==> src/rtl/bip_pkg.sv <==
// Shared definitions for the accumulator processor control path:
// opcode values, accumulator source encodings and sequencer states.
package bip_pkg;

    localparam int unsigned OP_HLT  = 0;
    localparam int unsigned OP_STO  = 1;
    localparam int unsigned OP_LD   = 2;
    localparam int unsigned OP_LDI  = 3;
    localparam int unsigned OP_ADD  = 4;
    localparam int unsigned OP_ADDI = 5;
    localparam int unsigned OP_SUB  = 6;
    localparam int unsigned OP_SUBI = 7;
    localparam int unsigned OP_BEQ  = 8;
    localparam int unsigned OP_BNE  = 9;
    localparam int unsigned OP_JMP  = 10;

    localparam logic [1:0] SELA_MEM = 2'd0;
    localparam logic [1:0] SELA_IMM = 2'd1;
    localparam logic [1:0] SELA_ALU = 2'd2;

    typedef enum logic [2:0] {
        ST_FETCH  = 3'd0,
        ST_DECODE = 3'd1,
        ST_MEM    = 3'd2,
        ST_EXEC   = 3'd3,
        ST_HALT   = 3'd4
    } state_t;

endpackage

==> src/rtl/bip_pc.sv <==
// Program counter: loads a branch target or steps by one (wrapping) when
// enabled; synchronous active-low reset to zero.
module bip_pc #(
    parameter int AB = 11
) (
    input  logic          clk,
    input  logic          rst_n,
    input  logic          en_i,
    input  logic          load_i,
    input  logic [AB-1:0] load_val_i,
    output logic [AB-1:0] pc_o
);

    logic [AB-1:0] pc_q, pc_d;

    always_comb begin
        pc_d = pc_q;
        if (en_i) begin
            pc_d = load_i ? load_val_i : pc_q + AB'(1);
        end
    end

    always_ff @(posedge clk) begin
        if (!rst_n) begin
            pc_q <= '0;
        end else begin
            pc_q <= pc_d;
        end
    end

    assign pc_o = pc_q;

endmodule

==> src/rtl/bip_sequencer.sv <==
// Multi-cycle FETCH/DECODE/MEM/EXEC/HALT control unit for the accumulator
// processor. All outputs are decoded from registered state and IR only.
module bip_sequencer
    import bip_pkg::*;
#(
    parameter int AB  = 11,
    parameter int OPW = 5,
    parameter int IW  = OPW + AB
) (
    input  logic          clk,
    input  logic          rst_n,
    input  logic [IW-1:0] Instr,
    input  logic          InstrValid,
    input  logic          DataReady,
    input  logic          AccZero,
    output logic [AB-1:0] Addr,
    output logic [AB-1:0] Operand,
    output logic [1:0]    SelA,
    output logic          SelB,
    output logic          Op,
    output logic          WrAcc,
    output logic          WrRam,
    output logic          RdRam,
    output logic          WrPC,
    output logic          Halted,
    output logic          Illegal,
    output state_t        State
);

    state_t        state_q, state_d;
    logic [IW-1:0] ir_q, ir_d;
    logic          illegal_q, illegal_d;
    logic [31:0]   opc;
    logic          pc_load;
    logic [AB-1:0] pc;

    assign opc = 32'(ir_q[IW-1:AB]);

    always_ff @(posedge clk) begin
        if (!rst_n) begin
            state_q   <= ST_FETCH;
            ir_q      <= '0;
            illegal_q <= 1'b0;
        end else begin
            state_q   <= state_d;
            ir_q      <= ir_d;
            illegal_q <= illegal_d;
        end
    end

    always_comb begin
        state_d   = state_q;
        ir_d      = ir_q;
        illegal_d = illegal_q;
        case (state_q)
            ST_FETCH: begin
                if (InstrValid) begin
                    ir_d    = Instr;
                    state_d = ST_DECODE;
                end
            end
            ST_DECODE: begin
                // Unknown opcodes flag here and then run through EXEC as a NOP.
                if (opc > OP_JMP) illegal_d = 1'b1;
                if (opc == OP_HLT) begin
                    state_d = ST_HALT;
                end else if (opc == OP_LD || opc == OP_ADD || opc == OP_SUB) begin
                    state_d = ST_MEM;
                end else begin
                    state_d = ST_EXEC;
                end
            end
            ST_MEM:  if (DataReady) state_d = ST_EXEC;
            ST_EXEC: state_d = ST_FETCH;
            default: state_d = ST_HALT;
        endcase
    end

    always_comb begin
        SelA    = SELA_MEM;
        SelB    = 1'b0;
        Op      = 1'b0;
        WrAcc   = 1'b0;
        WrRam   = 1'b0;
        RdRam   = 1'b0;
        WrPC    = 1'b0;
        pc_load = 1'b0;
        case (state_q)
            ST_MEM: RdRam = 1'b1;
            ST_EXEC: begin
                WrPC = 1'b1;
                case (opc)
                    OP_STO: WrRam = 1'b1;
                    OP_LD: begin
                        WrAcc = 1'b1;
                        RdRam = 1'b1;
                    end
                    OP_LDI: begin
                        SelA  = SELA_IMM;
                        WrAcc = 1'b1;
                    end
                    // RdRam stays up so the operand read in MEM is still valid.
                    OP_ADD, OP_SUB: begin
                        SelA  = SELA_ALU;
                        WrAcc = 1'b1;
                        RdRam = 1'b1;
                        Op    = (opc == OP_SUB);
                    end
                    OP_ADDI, OP_SUBI: begin
                        SelA  = SELA_ALU;
                        SelB  = 1'b1;
                        WrAcc = 1'b1;
                        Op    = (opc == OP_SUBI);
                    end
                    OP_BEQ:  pc_load = AccZero;
                    OP_BNE:  pc_load = !AccZero;
                    OP_JMP:  pc_load = 1'b1;
                    default: ;
                endcase
            end
            default: ;
        endcase
    end

    bip_pc #(.AB(AB)) u_pc (
        .clk        (clk),
        .rst_n      (rst_n),
        .en_i       (WrPC),
        .load_i     (pc_load),
        .load_val_i (Operand),
        .pc_o       (pc)
    );

    assign Addr    = pc;
    assign Operand = ir_q[AB-1:0];
    assign Halted  = (state_q == ST_HALT);
    assign Illegal = illegal_q;
    assign State   = state_q;

endmodule

==> config.mk <==
export PLATFORM = sky130hd
export DESIGN_NAME = bip_sequencer
export DESIGN_NICKNAME = d
export VERILOG_FILES = /design/src/rtl/bip_pkg.sv /design/src/rtl/bip_pc.sv /design/src/rtl/bip_sequencer.sv
export SDC_FILE = /design/constraint.sdc
export NUM_CORES = 1
export LEC_CHECK = 0
export CAP_MARGIN = 5
export CORE_AREA = 2 2 47 82
export DETAILED_ROUTE_END_ITERATION = 6
export DIE_AREA = 0 0 49 84
export GPL_TIMING_DRIVEN = 0
export PLACE_DENSITY = 0.82
export SYNTH_ARGS = -nofsm -noshare
export SYNTH_HDL_FRONTEND = slang
export SYNTH_SLANG_ARGS = --single-unit
export TNS_END_PERCENT = 5
==> constraint.sdc <==
create_clock -name clk -period 3.4 [get_ports clk]
set_input_delay 0.68 -clock clk [delete_from_list [all_inputs] [get_ports clk]]
set_output_delay 0.68 -clock clk [all_outputs]
set_load 0.005 [all_outputs]
==> run summary <==
### Run status
- **run status** completed

### Min path
- **Worst Hold End** Illegal$_SDFFE_PN0P_
- **class of the worst hold path** reg -> reg
- **number of instances on the worst hold path** 1
- **hold path startpoint** Illegal$_SDFFE_PN0P_

### Pwr
- **power density normalized to cell area** 400 nW/um2
- **Overall Power** 0.000928 W
- **leakage power summed over all cells** 0.887 nW
- **VDD IR max** 0.385 mV

### Clocking
- **sink count of the clock tree** 31
- **clock tree from TritonCTS** yes
- **number of buffers inserted by hold repair at cts** 0
- **Clock Tree Buf Depth** 2
- **insertion delay of the later-clocked pin in the worst-skew pair** 0.28 ns
- **CTS Root Cell** sky130_fd_sc_hd__clkbuf_8
- **cts bufs inserted** 5
- **deepest level of the CTS H-tree** 2
- **Resize count post-CTS** 0
- **setup repair bufs after CTS** 0
- **clock slew seen by the registers of the worst setup and hold paths** 0.06 ns

### Logic synthesis
- **Area contributors post-synth** sky130_fd_sc_hd__dfxtp_1 39%, sky130_fd_sc_hd__nand2_1 9.8%, sky130_fd_sc_hd__a21oi_1 6.5%, sky130_fd_sc_hd__buf_4 5.6%, sky130_fd_sc_hd__mux2i_1 4.3%
- **proportion of synthesized chip area in sequential cells** 38.5%
- **Unique masters post-synth** 38
- **post-synthesis sequential element count** 31
- **leading post-synthesis cells by instance count** 42 x sky130_fd_sc_hd__nand2_1, 31 x sky130_fd_sc_hd__dfxtp_1, 21 x sky130_fd_sc_hd__a21oi_1, 12 x sky130_fd_sc_hd__buf_4, 8 x sky130_fd_sc_hd__nand3_1
- **net count after synthesis** 226
- **most numerous cell in the Yosys netlist** sky130_fd_sc_hd__nand2_1
- **most frequently used flop master after synthesis** sky130_fd_sc_hd__dfxtp_1
- **synthesized netlist cell count** 204
- **area share of the largest cell type after synthesis** 38.5%
- **number of enable-type register cells in the synthesized netlist** 0
- **ys async rst share** 0%
- **number of warnings issued by yosys** 0
- **mean cell area of the mapped netlist** 7.90 um2
- **biggest area consumer among synthesized cells** sky130_fd_sc_hd__dfxtp_1
- **combined area of all synthesized cells** 1610 um2

### Critical path
- **data required time of the critical path** 2.72 ns
- **capture instance of the worst register-to-register path** u_pc.pc_o[8]$_SDFFE_PN0P_
- **worst reg-to-reg setup slack** 1.56 ns
- **sort of element at the start of the critical path** flip-flop
- **startpoint of the lowest-slack register-to-register path** ir_q[14]$_SDFFE_PN0P_
- **highest net fanout along the worst path** 10
- **Worst EP arrival** 2.28 ns
- **number of cell instances on the worst register-to-register path** 4
- **kind of critical path** reg -> out
- **kind of capture point of the worst setup path** primary output

### Timing
- **accumulated negative setup slack** 0 ns
- **setup repair after global routing missed its margin** false
- **worst rel slew slack** 56.5%
- **clock skew after layout** 0.00670 ns
- **final hold vios** 0
- **slew at the pin closest to its max-slew limit** 0.651 ns
- **setup violators final** 0
- **post-route clock period utilization** 87.1%
- **final critical delay including setup and external delays** 2.96 ns
- **count of pins over their slew limit** 0
- **maximum operating frequency** 338 MHz

### Die
- **Row Count** 29
- **boundary pin count** 56
- **overall die width** 49 um
- **effective utilization at floorplan** 45.8%
- **die outline area** 4120 um2
- **standard cell core area** 3520 um2
- **y dimension of the die** 84 um

### Place
- **post-detailed-placement half-perimeter wirelength** 3140 um
- **dpl cell area** 2220 um2
- **port buffer count** 55
- **routability congestion estimate from global placement** 0.851

### Layout
- **final net count** 288
- **Post-Layout Inst Area** 2320 um2
- **layout cells sized above 1** 10.1%
- **antenna cell count** 0
- **Area growth, synth to finish** 43.9%

### Run
- **number of violations of the max-capacitance limit** 0

### GRT
- **total routing resource utilization after global routing** 20.7%
- **via count of the first global-routing pass** 1,601
- **global-route wire length before repair** 6790 um
- **total gr overflow** 0
- **antenna violations before repair** 0
- **largest net degree at the start of global routing** 11

### Route
- **final routed wire length divided by cell count** 13.2 um
- **length of the first detailed-routing pass in iterations** 4
- **number of nets with antenna violations after detailed routing** 0
- **count of routing violations after the opening detailed-route iteration** 27
- **DRC viols** 0
- **Routed WL** 4130 um
- **Via density** 5.46
- **total via count in the routed design** 1,709

-- layer usage --
metal  up-vias  wire [um]  global-route usage (%)
met5         -          0                       0
met4         0         55                    9.09
met3         5        172                    3.23
met2        46       2320                    40.6
met1       811       1590                    20.5
li1        847          -                       -
-- area by class of cell --
type | count | area, um2
Timing Repair Buffer | 55 | 551
Multi-Input combinational cell | 149 | 851
Sequential cell | 31 | 621
Clock buffer | 8 | 100
Inverter | 3 | 11.3
Tap cell | 46 | 57.6
Buffer | 21 | 129
Fill cell | 316 | 1200
-- cells by family after synthesis --
kind of cell	share of synthesized area [%]
mux	4.35
simple gates	28.6
buf+inv	8.70
compound gates	19.1
fa+ha+maj	0.776
flops	38.5
-- power by group --
| group | total [W] | internal (W) | switching [W] |
|---|---|---|---|
| clock | 0.000312 | 0.000184 | 0.000128 |
| sequential | 0.000420 | 0.000388 | 0.0000320 |
| combinational | 0.000195 | 0.000111 | 0.0000841 |
| total | 0.000928 | 0.000684 | 0.000244 |
-- per-stage QoR --
stage / util (%) / hold slack, ns / worst slack [ns] / std cells
4_1_cts: 65.9 / 0.474 / 0.422 / 313
2_1_floorplan: - / 0.449 / 1.34 / 204
6_report: 65.9 / 0.471 / 0.438 / 313
3_5_place_dp: 63.1 / 0.464 / 0.724 / 305
5_1_grt: 65.9 / 0.491 / 0.283 / 313
3_3_place_gp: 63.1 / 0.451 / 0.736 / 305
-- critical path: stages (launching register included) --
cell,delay [ns]
sky130_fd_sc_hd__dfxtp_1,0.47
sky130_fd_sc_hd__nand2b_1,0.11
sky130_fd_sc_hd__or2_1,0.20
sky130_fd_sc_hd__buf_2,0.17
sky130_fd_sc_hd__inv_2,0.07
sky130_fd_sc_hd__buf_4,0.16
sky130_fd_sc_hd__and3_1,0.20
sky130_fd_sc_hd__and2_1,0.13
sky130_fd_sc_hd__clkdlybuf4s50_1,0.49
-- how the worst max path moves through the flow --
stage / start / endpoint / slack [ns] / cells after the start
final: State[1]$_SDFFE_PN0P_ / Op / 0.44 / 8
after global routing: State[1]$_SDFFE_PN0P_ / Op / 0.28 / 8
after CTS: State[1]$_SDFFE_PN0P_ / Op / 0.42 / 8
after detailed placement: State[1]$_SDFFE_PN0P_ / Op / 0.72 / 8
after global placement: State[2]$_SDFFE_PN0P_ / Op / 0.74 / 8
after floorplan: State[1]$_SDFFE_PN0P_ / Op / 1.34 / 7
-- sequential cells by signal, indices dropped and copies added (netlist names) --
| register | count |
|---|---|
| u_pc.pc_o | 11 |
| ir_q | 16 |
| State | 3 |
| Illegal | 1 |
-- cells in the final DEF (no fill, tap or decap), drive strengths merged --
cell           count
or4b               1
nand2b             2
a211oi             7
a311oi             1
nor4               2
clkdlybuf4s50     55
o31a               1
nor2               4
mux2i              7
or2                1
nor2b              1
nor3b              2
o21ai              7
a31oi              4
or3                3
clkbuf            13
inv                3
and2               4
nand3              8
nor4b              1
o22ai              3
a21oi             21
a21o               1
ha                 1
o211ai             1
nand2             42
nand4              5
nor3               5
and3               5
o21a               4
buf               16
and3b              1
and4               2
or4                1
dfxtp             31
o22a               1
(Power assumes the default switching activity.)
